### config.mk
export PLATFORM = sky130hd
export DESIGN_NAME = uart2wb_bridge_flat
export DESIGN_NICKNAME = d
export VERILOG_FILES = /design/src/rtl/uart2wb_pkg.sv /design/src/rtl/uart2wb_if.sv /design/src/rtl/uart2wb_shift.sv /design/src/rtl/uart2wb_bridge.sv /design/src/flat_wrapper.sv
export SDC_FILE = /design/constraint.sdc
export NUM_CORES = 1
export LEC_CHECK = 0
export ABC_AREA = 1
export CORE_AREA = 2 2 115 117
export DETAILED_ROUTE_END_ITERATION = 10
export DIE_AREA = 0 0 117 119
export PLACE_DENSITY = 0.77
export SLEW_MARGIN = 20
export SYNTH_ARGS = -nofsm -noshare
export SYNTH_HDL_FRONTEND = slang
export SYNTH_SLANG_ARGS = --single-unit
### constraint.sdc
create_clock -name clk -period 1.7 [get_ports clk]
set_input_delay 0.17 -clock clk [delete_from_list [all_inputs] [get_ports clk]]
set_output_delay 0.17 -clock clk [all_outputs]
set_load 0.02 [all_outputs]
### src/rtl/uart2wb_pkg.sv
// Shared types and constants for the UART-to-Wishbone bridge.
package uart2wb_pkg;

  typedef enum logic [2:0] {
    StIdle,
    StAddr,
    StWdata,
    StBus,
    StRdata,
    StStatus,
    StDrain
  } state_e;

  localparam logic [7:0] STATUS_OK      = 8'h00;
  localparam logic [7:0] STATUS_BUSERR  = 8'h01;
  localparam logic [7:0] STATUS_TIMEOUT = 8'h02;

  localparam int unsigned CMD_WR_BIT = 7;

endpackage

### src/rtl/uart2wb_if.sv
// Wishbone classic bus bundle between the bridge (master) and the interconnect (slave).
interface uart2wb_if #(
  parameter int unsigned ADDR_W = 32,
  parameter int unsigned DATA_W = 32
) ();

  logic                  wb_cyc;
  logic                  wb_stb;
  logic                  wb_we;
  logic [ADDR_W-1:0]     wb_adr;
  logic [DATA_W-1:0]     wb_dat_o;
  logic [DATA_W/8-1:0]   wb_sel;
  logic [DATA_W-1:0]     wb_dat_i;
  logic                  wb_ack;
  logic                  wb_err;

  modport master (
    output wb_cyc, wb_stb, wb_we, wb_adr, wb_dat_o, wb_sel,
    input  wb_dat_i, wb_ack, wb_err
  );

  modport slave (
    input  wb_cyc, wb_stb, wb_we, wb_adr, wb_dat_o, wb_sel,
    output wb_dat_i, wb_ack, wb_err
  );

endinterface

### src/rtl/uart2wb_shift.sv
// Byte<->word shift register: shifts bytes in at the LSB end (MSB-first stream) or
// loads a whole word; last_o flags the final byte position of the current word.
module uart2wb_shift
  import uart2wb_pkg::*;
#(
  parameter int unsigned W = 32
) (
  input  logic         clk_i,
  input  logic         rst_ni,
  input  logic         load_i,
  input  logic [W-1:0] word_i,
  input  logic         shift_i,
  input  logic [7:0]   byte_i,
  output logic [W-1:0] word_o,
  output logic         last_o
);

  localparam int unsigned NB   = W / 8;
  localparam int unsigned CntW = (NB > 1) ? $clog2(NB) : 1;

  logic [W-1:0]    word_q, word_d;
  logic [CntW-1:0] cnt_q, cnt_d;

  assign last_o = (cnt_q == CntW'(NB - 1));
  assign word_o = word_q;

  always_comb begin
    word_d = word_q;
    cnt_d  = cnt_q;
    if (load_i) begin
      word_d = word_i;
      cnt_d  = '0;
    end else if (shift_i) begin
      word_d = (word_q << 8) | W'(byte_i);
      cnt_d  = last_o ? '0 : cnt_q + 1'b1;
    end
  end

  always_ff @(posedge clk_i) begin
    if (!rst_ni) begin
      word_q <= '0;
      cnt_q  <= '0;
    end else begin
      word_q <= word_d;
      cnt_q  <= cnt_d;
    end
  end

endmodule

### src/rtl/uart2wb_bridge.sv
// UART byte-stream command decoder driving Wishbone classic single cycles with bursts.
// Optional ack timeout is compiled in with UART2WB_TIMEOUT_EN.
module uart2wb_bridge
  import uart2wb_pkg::*;
#(
  parameter int unsigned ADDR_W  = 32,
  parameter int unsigned DATA_W  = 32,
  parameter int unsigned LEN_W   = 6,
  parameter int unsigned TIMEOUT = 1023
) (
  input  logic       clk,
  input  logic       rst_n,
  input  logic       rx_valid,
  input  logic [7:0] rx_data,
  output logic       rx_ready,
  output logic       tx_valid,
  output logic [7:0] tx_data,
  input  logic       tx_ready,
  uart2wb_if.master  wb
);

  localparam int unsigned NB = DATA_W / 8;

  state_e            state_q, state_d;
  logic              is_wr_q, is_wr_d;
  logic [LEN_W-1:0]  left_q, left_d;
  logic [7:0]        status_q, status_d;
  logic              cyc_q, cyc_d;
  logic              we_q, we_d;
  logic              rx_ready_q, rx_ready_d;
  logic              tx_valid_q, tx_valid_d;
  logic [7:0]        tx_data_q, tx_data_d;

  logic              a_shift, a_load, a_last;
  logic [ADDR_W-1:0] adr;
  logic              d_shift, d_load, d_last;
  logic [DATA_W-1:0] d_word, d_load_val, d_word_shl;
  logic [7:0]        d_byte_in, err_code;
  logic              rx_fire, tx_fire, term_ok, term_err, tmo_hit;

  assign rx_fire  = rx_valid & rx_ready_q;
  assign tx_fire  = tx_valid_q & tx_ready;
  // ack+err together counts as err; a coincident ack beats the timeout
  assign term_err = cyc_q & (wb.wb_err | (tmo_hit & ~wb.wb_ack));
  assign term_ok  = cyc_q & wb.wb_ack & ~wb.wb_err;
  assign err_code = wb.wb_err ? STATUS_BUSERR : STATUS_TIMEOUT;
  assign d_word_shl = d_word << 8;

`ifdef UART2WB_TIMEOUT_EN
  localparam int unsigned TmoW = $clog2(TIMEOUT + 1);
  logic [TmoW-1:0] tmo_q, tmo_d;

  assign tmo_hit = cyc_q && (tmo_q == TmoW'(TIMEOUT - 1));
  assign tmo_d   = (cyc_q && !wb.wb_ack && !wb.wb_err && !tmo_hit) ? tmo_q + 1'b1 : '0;

  always_ff @(posedge clk) begin
    if (!rst_n) tmo_q <= '0;
    else        tmo_q <= tmo_d;
  end
`else
  logic unused_timeout;
  assign unused_timeout = ^TIMEOUT;
  assign tmo_hit        = 1'b0;
`endif

  uart2wb_shift #(.W(ADDR_W)) u_adr_shift (
    .clk_i   (clk),
    .rst_ni  (rst_n),
    .load_i  (a_load),
    .word_i  (adr + ADDR_W'(NB)),
    .shift_i (a_shift),
    .byte_i  (rx_data),
    .word_o  (adr),
    .last_o  (a_last)
  );

  uart2wb_shift #(.W(DATA_W)) u_dat_shift (
    .clk_i   (clk),
    .rst_ni  (rst_n),
    .load_i  (d_load),
    .word_i  (d_load_val),
    .shift_i (d_shift),
    .byte_i  (d_byte_in),
    .word_o  (d_word),
    .last_o  (d_last)
  );

  always_comb begin
    state_d    = state_q;
    is_wr_d    = is_wr_q;
    left_d     = left_q;
    status_d   = status_q;
    cyc_d      = cyc_q;
    tx_valid_d = tx_valid_q;
    tx_data_d  = tx_data_q;
    a_shift    = 1'b0;
    a_load     = 1'b0;
    d_shift    = 1'b0;
    d_load     = 1'b0;
    d_load_val = '0;
    d_byte_in  = rx_data;

    unique case (state_q)
      StIdle: begin
        if (rx_fire) begin
          is_wr_d  = rx_data[CMD_WR_BIT];
          left_d   = rx_data[LEN_W-1:0];
          status_d = STATUS_OK;
          state_d  = StAddr;
        end
      end
      StAddr: begin
        if (rx_fire) begin
          a_shift = 1'b1;
          if (a_last) begin
            if (is_wr_q) begin
              state_d = StWdata;
            end else begin
              state_d = StBus;
              cyc_d   = 1'b1;
            end
          end
        end
      end
      StWdata: begin
        if (rx_fire) begin
          d_shift = 1'b1;
          if (d_last) begin
            state_d = StBus;
            cyc_d   = 1'b1;
          end
        end
      end
      StBus: begin
        if (term_ok || term_err) begin
          cyc_d  = 1'b0;
          a_load = 1'b1;
          if (term_err) status_d = err_code;
          if (is_wr_q) begin
            if (left_q == '0) begin
              state_d    = StStatus;
              tx_valid_d = 1'b1;
              tx_data_d  = status_d;
            end else begin
              left_d  = left_q - 1'b1;
              state_d = term_err ? StDrain : StWdata;
            end
          end else begin
            // a failed read word is replaced by zeros so the host byte count is fixed
            d_load     = 1'b1;
            d_load_val = term_err ? '0 : wb.wb_dat_i;
            state_d    = StRdata;
            tx_valid_d = 1'b1;
            tx_data_d  = term_err ? 8'h00 : wb.wb_dat_i[DATA_W-1 -: 8];
          end
        end
      end
      StRdata: begin
        if (tx_fire) begin
          d_shift   = 1'b1;
          d_byte_in = 8'h00;
          tx_data_d = d_word_shl[DATA_W-1 -: 8];
          if (d_last) begin
            if (left_q == '0) begin
              state_d   = StStatus;
              tx_data_d = status_q;
            end else begin
              left_d = left_q - 1'b1;
              if (status_q != STATUS_OK) begin
                d_load    = 1'b1;
                tx_data_d = 8'h00;
              end else begin
                state_d    = StBus;
                cyc_d      = 1'b1;
                tx_valid_d = 1'b0;
              end
            end
          end
        end
      end
      StDrain: begin
        if (rx_fire) begin
          d_shift = 1'b1;
          if (d_last) begin
            if (left_q == '0) begin
              state_d    = StStatus;
              tx_valid_d = 1'b1;
              tx_data_d  = status_q;
            end else begin
              left_d = left_q - 1'b1;
            end
          end
        end
      end
      StStatus: begin
        if (tx_fire) begin
          tx_valid_d = 1'b0;
          state_d    = StIdle;
        end
      end
      default: state_d = StIdle;
    endcase

    we_d       = cyc_d & is_wr_q;
    rx_ready_d = (state_d == StIdle) || (state_d == StAddr) ||
                 (state_d == StWdata) || (state_d == StDrain);
  end

  always_ff @(posedge clk) begin
    if (!rst_n) begin
      state_q    <= StIdle;
      is_wr_q    <= 1'b0;
      left_q     <= '0;
      status_q   <= STATUS_OK;
      cyc_q      <= 1'b0;
      we_q       <= 1'b0;
      rx_ready_q <= 1'b0;
      tx_valid_q <= 1'b0;
      tx_data_q  <= '0;
    end else begin
      state_q    <= state_d;
      is_wr_q    <= is_wr_d;
      left_q     <= left_d;
      status_q   <= status_d;
      cyc_q      <= cyc_d;
      we_q       <= we_d;
      rx_ready_q <= rx_ready_d;
      tx_valid_q <= tx_valid_d;
      tx_data_q  <= tx_data_d;
    end
  end

  assign rx_ready    = rx_ready_q;
  assign tx_valid    = tx_valid_q;
  assign tx_data     = tx_data_q;
  assign wb.wb_cyc   = cyc_q;
  assign wb.wb_stb   = cyc_q;
  assign wb.wb_we    = we_q;
  assign wb.wb_adr   = adr;
  assign wb.wb_dat_o = d_word;
  assign wb.wb_sel   = {NB{cyc_q}};

endmodule

### src/flat_wrapper.sv
// flat-port wrapper written by rule: the top's interface ports become plain ports
module uart2wb_bridge_flat import uart2wb_pkg::*;
#(
  parameter int unsigned ADDR_W  = 32,
  parameter int unsigned DATA_W  = 32,
  parameter int unsigned LEN_W   = 6,
  parameter int unsigned TIMEOUT = 1023
)
  (clk, rst_n, rx_valid, rx_data, rx_ready, tx_valid, tx_data, tx_ready, wb_wb_cyc, wb_wb_stb, wb_wb_we, wb_wb_adr, wb_wb_dat_o, wb_wb_sel, wb_wb_dat_i, wb_wb_ack, wb_wb_err);
  uart2wb_if #(.ADDR_W(ADDR_W), .DATA_W(DATA_W)) wb_i ();
  input  logic clk;
  input  logic rst_n;
  input  logic rx_valid;
  input  logic [7:0] rx_data;
  output logic rx_ready;
  output logic tx_valid;
  output logic [7:0] tx_data;
  input  logic tx_ready;
  output wire logic [$bits(wb_i.wb_cyc)-1:0] wb_wb_cyc;
  output wire logic [$bits(wb_i.wb_stb)-1:0] wb_wb_stb;
  output wire logic [$bits(wb_i.wb_we)-1:0] wb_wb_we;
  output wire logic [$bits(wb_i.wb_adr)-1:0] wb_wb_adr;
  output wire logic [$bits(wb_i.wb_dat_o)-1:0] wb_wb_dat_o;
  output wire logic [$bits(wb_i.wb_sel)-1:0] wb_wb_sel;
  input wire logic [$bits(wb_i.wb_dat_i)-1:0] wb_wb_dat_i;
  input wire logic [$bits(wb_i.wb_ack)-1:0] wb_wb_ack;
  input wire logic [$bits(wb_i.wb_err)-1:0] wb_wb_err;
  assign wb_wb_cyc = wb_i.wb_cyc;
  assign wb_wb_stb = wb_i.wb_stb;
  assign wb_wb_we = wb_i.wb_we;
  assign wb_wb_adr = wb_i.wb_adr;
  assign wb_wb_dat_o = wb_i.wb_dat_o;
  assign wb_wb_sel = wb_i.wb_sel;
  assign wb_i.wb_dat_i = wb_wb_dat_i;
  assign wb_i.wb_ack = wb_wb_ack;
  assign wb_i.wb_err = wb_wb_err;
  uart2wb_bridge #(.ADDR_W(ADDR_W), .DATA_W(DATA_W), .LEN_W(LEN_W), .TIMEOUT(TIMEOUT)) u_core (.clk(clk), .rst_n(rst_n), .rx_valid(rx_valid), .rx_data(rx_data), .rx_ready(rx_ready), .tx_valid(tx_valid), .tx_data(tx_data), .tx_ready(tx_ready), .wb(wb_i));
endmodule
==> results of run 1 <==
routing by layer:
metal,vias up,GRT usage (%)
met5,-,0
met4,0,11.6
met3,41,5.50
met2,340,44.8
met1,3168,38.8
li1,3452,-
through the flow:
step | hold WS, ns | instances | utilization [%]
after floorplan | 0.305 | 947 | -
after global placement | 0.464 | 1300 | 61.1
after detailed placement | 0.465 | 1300 | 61.1
after CTS | 0.361 | 1318 | 64.1
after global routing | 0.398 | 1322 | 65.8
final | 0.367 | 1322 | 65.8
report_power, final:
| part | switching, mW | internal, mW |
|---|---|---|
| Combinational | 0.904 | 0.766 |
| Clock | 0.958 | 1.14 |
| Sequential | 0.0703 | 2.40 |
| Total | 1.93 | 4.31 |
flip-flops by register name, indices dropped and copies added, names as in the netlist, 2 cells and up:
name / count
u_core.u_dat_shift.cnt_q: 2
u_core.u_adr_shift.cnt_q: 2
u_core.status_q: 8
u_core.u_adr_shift.word_o: 32
u_core.state_q: 3
u_core.left_q: 6
u_core.tx_data: 8
u_core.u_dat_shift.word_o: 32
cells in the mapped netlist, types with 2 or more instances:
cell and count:
a211oi_1 2, a21oi_1 53, a31oi_1 10, buf_1 4, buf_2 9, buf_4 11
buf_6 5, clkbuf_1 10, clkinv_1 2, dfxtp_1 98, ha_1 4, inv_1 110
inv_2 5, nand2_1 266, nand2_2 6, nand3_1 38, nand3_2 2, nand3b_1 2
nand4_1 9, nor2_1 138, nor2_2 2, nor2_4 2, nor2_8 2, nor3_1 27
o2111ai_1 5, o211ai_1 12, o21ai_0 61, o21ai_1 14, o22ai_1 24, xor2_1 5
path summary, 6_finish.rpt:
kind,from,end,slack (ns),cells after the start
setup / recovery,u_core.u_adr_shift.word_o[4],wb_wb_adr[4],0.04,2
hold reg to reg,u_core.u_dat_shift.cnt_q[1],u_core.u_dat_shift.cnt_q[1],0.48,2
setup reg to reg,u_core.left_q[0],u_core.u_dat_shift.word_o[31],0.04,10
hold / removal,wb_wb_dat_i[7],u_core.u_dat_shift.word_o[7],0.37,3
logic make-up (layout without fill, tap and decap cells):
logic type                 Yosys count  after routing
DFF                                 98             98
adders and majority gates            4              4
AOI/OAI and AO/OA                  186            186
buffers and inverters              157            356
xor gates and xnor gates             5              5
and+or+nand+nor                    497            497
critical path, cell delays in order, from the launching register on:
cell and delay [ns]:
dfxtp_1 0.39, buf_4 0.15, clkdlybuf4s50_1 0.59
cell type report:
cell class	count	share of cell area, %
Multi-Input combinational cell	692	40.6
Timing Repair Buffer	222	24.7
Sequential cell	98	23.3
Inverter	118	5.29
Clock buffer	10	2.70
Tap cell	176	2.60
Clock inverter	6	0.768
timing repair:
action,in CTS,in global routing
endpoints found under the hold margin,0,0
setup endpoints to repair,46,85
gates resized for setup,17,73
gates cloned,1,1
buffers inserted,1,3
pin swaps,4,7
==> metrics.csv, run 1 <==
stage,metric,value,unit
outcome,status,"finished, final reports clean",
grt,track_usage,28.7,%
timing,skew,0.00723,ns
placement,dp_hpwl,15000,um
routing,wl,20000,um
cts,clkTransAtPathRegs,0.07,ns
power_and_ir_drop,p_total,6.24,mW
final_layout,synthToLayoutAreaGrowth,44.4,%
routing,dr_wl_met3,1740,um
routing,route.detailed.drc,0,
timing,max_freq,602,MHz
cts,cts_hold_buf,0,
yosys,synth_cells,947,
floorplanning,core-area,12900,um^2
grt,grt_overflow,0,
final_layout,drive_above_1_share,17.1,%
timing,post-route-period-util,97.7,%
yosys,yosys.area_share.adder,0.853,%
routing,drtAntennaViolNets,0,
setup_path,worstPathMaxFanout,4,
yosys,ys_seq_elements,98,
final_layout,diodes,0,
routing,dr_wl_met2,9070,um
cts,cts_buffer_depth,2,
cts,h-tree-depth,3,
routing,vias,7001,
yosys,synthSimpleGateAreaFrac,35.5,%
yosys,synth_compound_gate_area_share,17.8,%
floorplanning,initial_core_util,45.6,%
yosys,yosysTopAreaCell,dfxtp_1,
grt,antenna_found_initial,0,
setup_path,worstPathRequired,1.53,ns
final_layout,n_fill_cell,1135,
placement,post_dp_cell_area,7860,um^2
yosys,syn_nets,997,
setup_path,startpoint_type,flip-flop,
grt,grt_max_degree,47,
setup_path,crit_type,flip-flop to output port,
yosys,synth_mux_area_share,0,%
yosys,synthArstFlopShare,0,%
grt,grt_pass1_wl,31400,um
yosys,synth_cell_type_count,39,
power_and_ir_drop,p_per_area,737,nW/um^2
yosys,yosys_warnings,0,
yosys,yosys_most_used_dff,dfxtp_1,
routing,met1_length,8620,um
floorplanning,ios,127,
final_layout,final_cell_mix,"nand2_1, clkdlybuf4s50_1, nor2_1",
cts,numCtsBuffers,9,
placement,port_buffers,126,
setup_path,endpoint_kind,output port,
timing,layout_setup_ws,0.0393,ns
yosys,synth_top_family_by_area,simple AND/OR/NAND/NOR gates,
routing,drt_iter0_drc,573,
timing,max_slew_margin,66.9,%
timing,rsz0062_at_grt,yes,
floorplanning,dieWidth,117,um
floorplanning,die_area,13900,um^2
power_and_ir_drop,peakVddDrop,0.614,mV
floorplanning,core.rowCount,42,
cts,clk_latency,0.36,ns
yosys,synth-xor-area-share,0.746,%
routing,post_drt_wl_per_cell,15.1,um
timing,setup_viol,0,
yosys,synth_edf_count,0,
yosys,synth_seq_area_share,33.4,%
timing,slew_violations,0,
yosys,netlist_area,5870,um^2
min_path,hold_path_class,input port to flip-flop,
timing,finalHoldViolCount,0,
cts,cts_tree,done,
final_layout,multi_input_area,3440,um^2
final_layout,ff_latch_area,1980,um^2
routing,highest_layer,met4,
timing,worstMarginPinSlew,0.497,ns
final_layout,nNetsFinal,1191,
timing,finalCriticalPeriod,1.66,ns
routing,viasPerCell,5.30,
placement,place_ws,-0.157,ns
floorplanning,die_height,119,um
cts,cts_root_buf,clkbuf_16,
setup_path,worst-endpoint-arrival,1.49,ns
final_layout,layout_commonest_cell,nand2_1,
power_and_ir_drop,p_leak,3.37,nW
grt,grt_pass1_vias,6460,
timing,fin_setup_tns,0,ns
yosys,synth_area_per_cell,6.20,um^2
run,cap_violations,0,
cts,clock-sinks,98,
placement,gp_congestion,0.979,
routing,drtPass1Iterations,5,
yosys,yosys.area.top_type_share,33.4,%
yosys,synth_area_leaders,"dfxtp_1, nand2_1, nor2_1, inv_1, o21ai_0",
final_layout,final_area,8470,um^2
No activity file was read; power rests on OpenSTA's default activity.
==> inputs of run 2 (changes only) <==
--- a/config.mk
+++ b/config.mk
@@ -6,10 +6,12 @@
 export NUM_CORES = 1
 export LEC_CHECK = 0
 export ABC_AREA = 1
-export CORE_AREA = 2 2 115 117
+export CELL_PAD_IN_SITES_DETAIL_PLACEMENT = 0
+export CELL_PAD_IN_SITES_GLOBAL_PLACEMENT = 1
+export CORE_AREA = 2 2 139 141
 export DETAILED_ROUTE_END_ITERATION = 10
-export DIE_AREA = 0 0 117 119
-export PLACE_DENSITY = 0.77
+export DIE_AREA = 0 0 141 143
+export PLACE_DENSITY_LB_ADDON = 0.1
 export SLEW_MARGIN = 20
 export SYNTH_ARGS = -nofsm -noshare
 export SYNTH_HDL_FRONTEND = slang
==> metrics.csv, run 2 (same netlist as run 1, synthesis figures left out) <==
stage,metric,value,unit
outcome,status,"finished, final reports clean",
grt,grt_overflow,0,
setup_path,endpoint_kind,output port,
final_layout,diodes,0,
min_path,whs_endpoint,u_core.u_adr_shift.word_o[2],
timing,layout_setup_ws,0.0469,ns
power_and_ir_drop,p_leak,3.47,nW
routing,route.detailed.drc,0,
grt,track_usage,21.8,%
setup_path,reg2reg_to,u_core.u_dat_shift.word_o[31],
floorplanning,ios,127,
timing,finalCriticalPeriod,1.65,ns
power_and_ir_drop,power_frac_comb,26.3,%
routing,drt_iter0_drc,322,
floorplanning,initial_core_util,31.6,%
final_layout,layout_commonest_cell,nand2_1,
floorplanning,die_height,143,um
setup_path,r2r_cells,10,
setup_path,slowest_stage,clkdlybuf4s50_1,
cts,numCtsBuffers,9,
grt,grt_max_degree,32,
placement,port_buffers,126,
final_layout,synthToLayoutAreaGrowth,47.7,%
power_and_ir_drop,p_per_area,745,nW/um^2
power_and_ir_drop,seqPwrFrac,38.3,%
routing,post_drt_wl_per_cell,15.8,um
cts,clock-sinks,98,
power_and_ir_drop,switching_share,30.3,%
final_layout,multi_input_area,3450,um^2
placement,dp_hpwl,16900,um
placement,gp_congestion,0.878,
setup_path,crit_type,flip-flop to output port,
setup_path,path_buf_inv,1,
floorplanning,core.rowCount,50,
cts,cts_buffer_depth,2,
min_path,min_from,rst_n,
power_and_ir_drop,peakVddDrop,0.496,mV
power_and_ir_drop,intPower,4.50,mW
floorplanning,core-area,18600,um^2
cts,h-tree-depth,3,
floorplanning,dieWidth,141,um
setup_path,rrSetupSlack,0.06,ns
setup_path,worstPathMaxFanout,4,
timing,post-route-period-util,97.2,%
cts,cts_root_buf,clkbuf_16,
final_layout,nNetsFinal,1202,
routing,wl,22000,um
final_layout,drive_above_1_share,18.2,%
cts,cts_tree,done,
routing,vias,6816,
final_layout,ff_latch_area,1980,um^2
floorplanning,die_area,20200,um^2
timing,worstMarginPinSlew,0.346,ns
cts,cts_hold_buf,0,
setup_path,crit_path_cell_trace,clkdlybuf4s50_1,
timing,setup_viol,0,
timing,skew,0.00827,ns
timing,slew_violations,0,
setup_path,startpoint_type,flip-flop,
setup_path,worst-endpoint-arrival,1.48,ns
placement,place_ws,-0.110,ns
cts,clk_latency,0.35,ns
grt,grt_pass1_wl,34600,um
final_layout,n_fill_cell,1999,
run,cap_violations,0,
cts,clkTransAtPathRegs,0.08,ns
routing,viasPerCell,4.90,
setup_path,critical-path-top-delay-family,buffers and inverters,
setup_path,worstReg2RegStart,u_core.left_q[0],
power_and_ir_drop,clockPowerShare,35.4,%
power_and_ir_drop,power_switching,1.96,mW
timing,rsz0062_at_grt,yes,
routing,drtPass1Iterations,5,
setup_path,worstPathRequired,1.53,ns
timing,finalHoldViolCount,0,
final_layout,final_cell_mix,"nand2_1, clkdlybuf4s50_1, nor2_1",
final_layout,finish.utilization,46.6,%
timing,max_freq,605,MHz
min_path,hold_depth,4,
timing,max_slew_margin,76.9,%
min_path,hold_path_class,input port to flip-flop,
grt,antenna_found_initial,0,
grt,grt_pass1_vias,6631,
setup_path,critPathMaxStageDelay,0.67,ns
routing,drtAntennaViolNets,0,
## run 2: cell count changes in the layout (fill, tap and decap cells not counted), sizes merged
cell           delta
buf              +12
clkdlybuf4s50     -2
bufinv            +1
clkbuf            -1
clkinv            -1
dlymetal6s2s      +1
## run 2: what timing repair did
| action | in CTS | in global routing |
|---|---|---|
| setup endpoints to repair | 39 | 83 |
| cloned | 0 | 4 |
| gates resized for setup | 17 | 94 |
| pin swaps | 5 | 26 |
| endpoints found under the hold margin | 0 | 0 |
| buffers inserted | 2 | 7 |
## run 2: worst register-to-register path: cells and delay by family, from the launching register on
kind                       cells  cell delay, ns
AOI/OAI and AO/OA              2            0.20
adders and majority gates      1            0.15
buffers and inverters          2            0.28
DFF                            1            0.32
and+or+nand+nor                5            0.58
## run 2: area by class of cell
class,count,share of cell area (%)
Inverter,118,5.28
Multi-Input combinational cell,692,39.8
Timing Repair Buffer,233,25.1
Sequential cell,98,22.9
Clock inverter,6,1.04
Tap cell,234,3.38
Clock buffer,9,2.60
## run 2: routing by layer
metal  track usage, %  up-vias  routed length (um)
li1                 -     3483                   -
met1             29.8     3142               10600
met2             35.6      168               10200
met3             3.25       23                 963
met4             6.47        0                 282
met5                0        -                   0
## run 2: how the worst max path moves through the flow
stage	from	endpoint	slack [ns]	cells after the start
after floorplan	u_core.left_q[0]	u_core.u_dat_shift.word_o[6]	0.005	9
after global placement	rx_valid	u_core.tx_data[0]	-0.12	11
after detailed placement	tx_ready	u_core.left_q[2]	-0.11	10
after CTS	u_core.left_q[1]	u_core.tx_data[2]	-0.02	11
after global routing	u_core.left_q[0]	u_core.u_dat_shift.word_o[17]	-0.06	11
final	u_core.u_dat_shift.word_o[20]	wb_wb_dat_o[20]	0.05	1
## run 2: power by group through the flow
stage | Combinational [mW] | Sequential (mW) | Clock, mW
6_report | 1.70 | 2.47 | 2.28
3_5_place_dp | 1.49 | 2.52 | 0
2_1_floorplan | 0.726 | 2.57 | 0
3_3_place_gp | 1.49 | 2.52 | 0
5_1_grt | 1.89 | 2.49 | 2.42
4_1_cts | 1.58 | 2.47 | 2.34
## run 2: metrics by stage
stage | setup TNS (ns) | instances | power [mW] | hold slack [ns] | cell area, um^2
after floorplan | 0 | 947 | 3.29 | 0.305 | 5870
after global placement | -2.02 | 1364 | 4.01 | 0.461 | 7980
after detailed placement | -2.27 | 1364 | 4.01 | 0.465 | 7980
after CTS | -0.160 | 1381 | 6.39 | 0.294 | 8350
after global routing | -0.801 | 1390 | 6.80 | 0.296 | 8670
final | 0 | 1390 | 6.46 | 0.288 | 8670
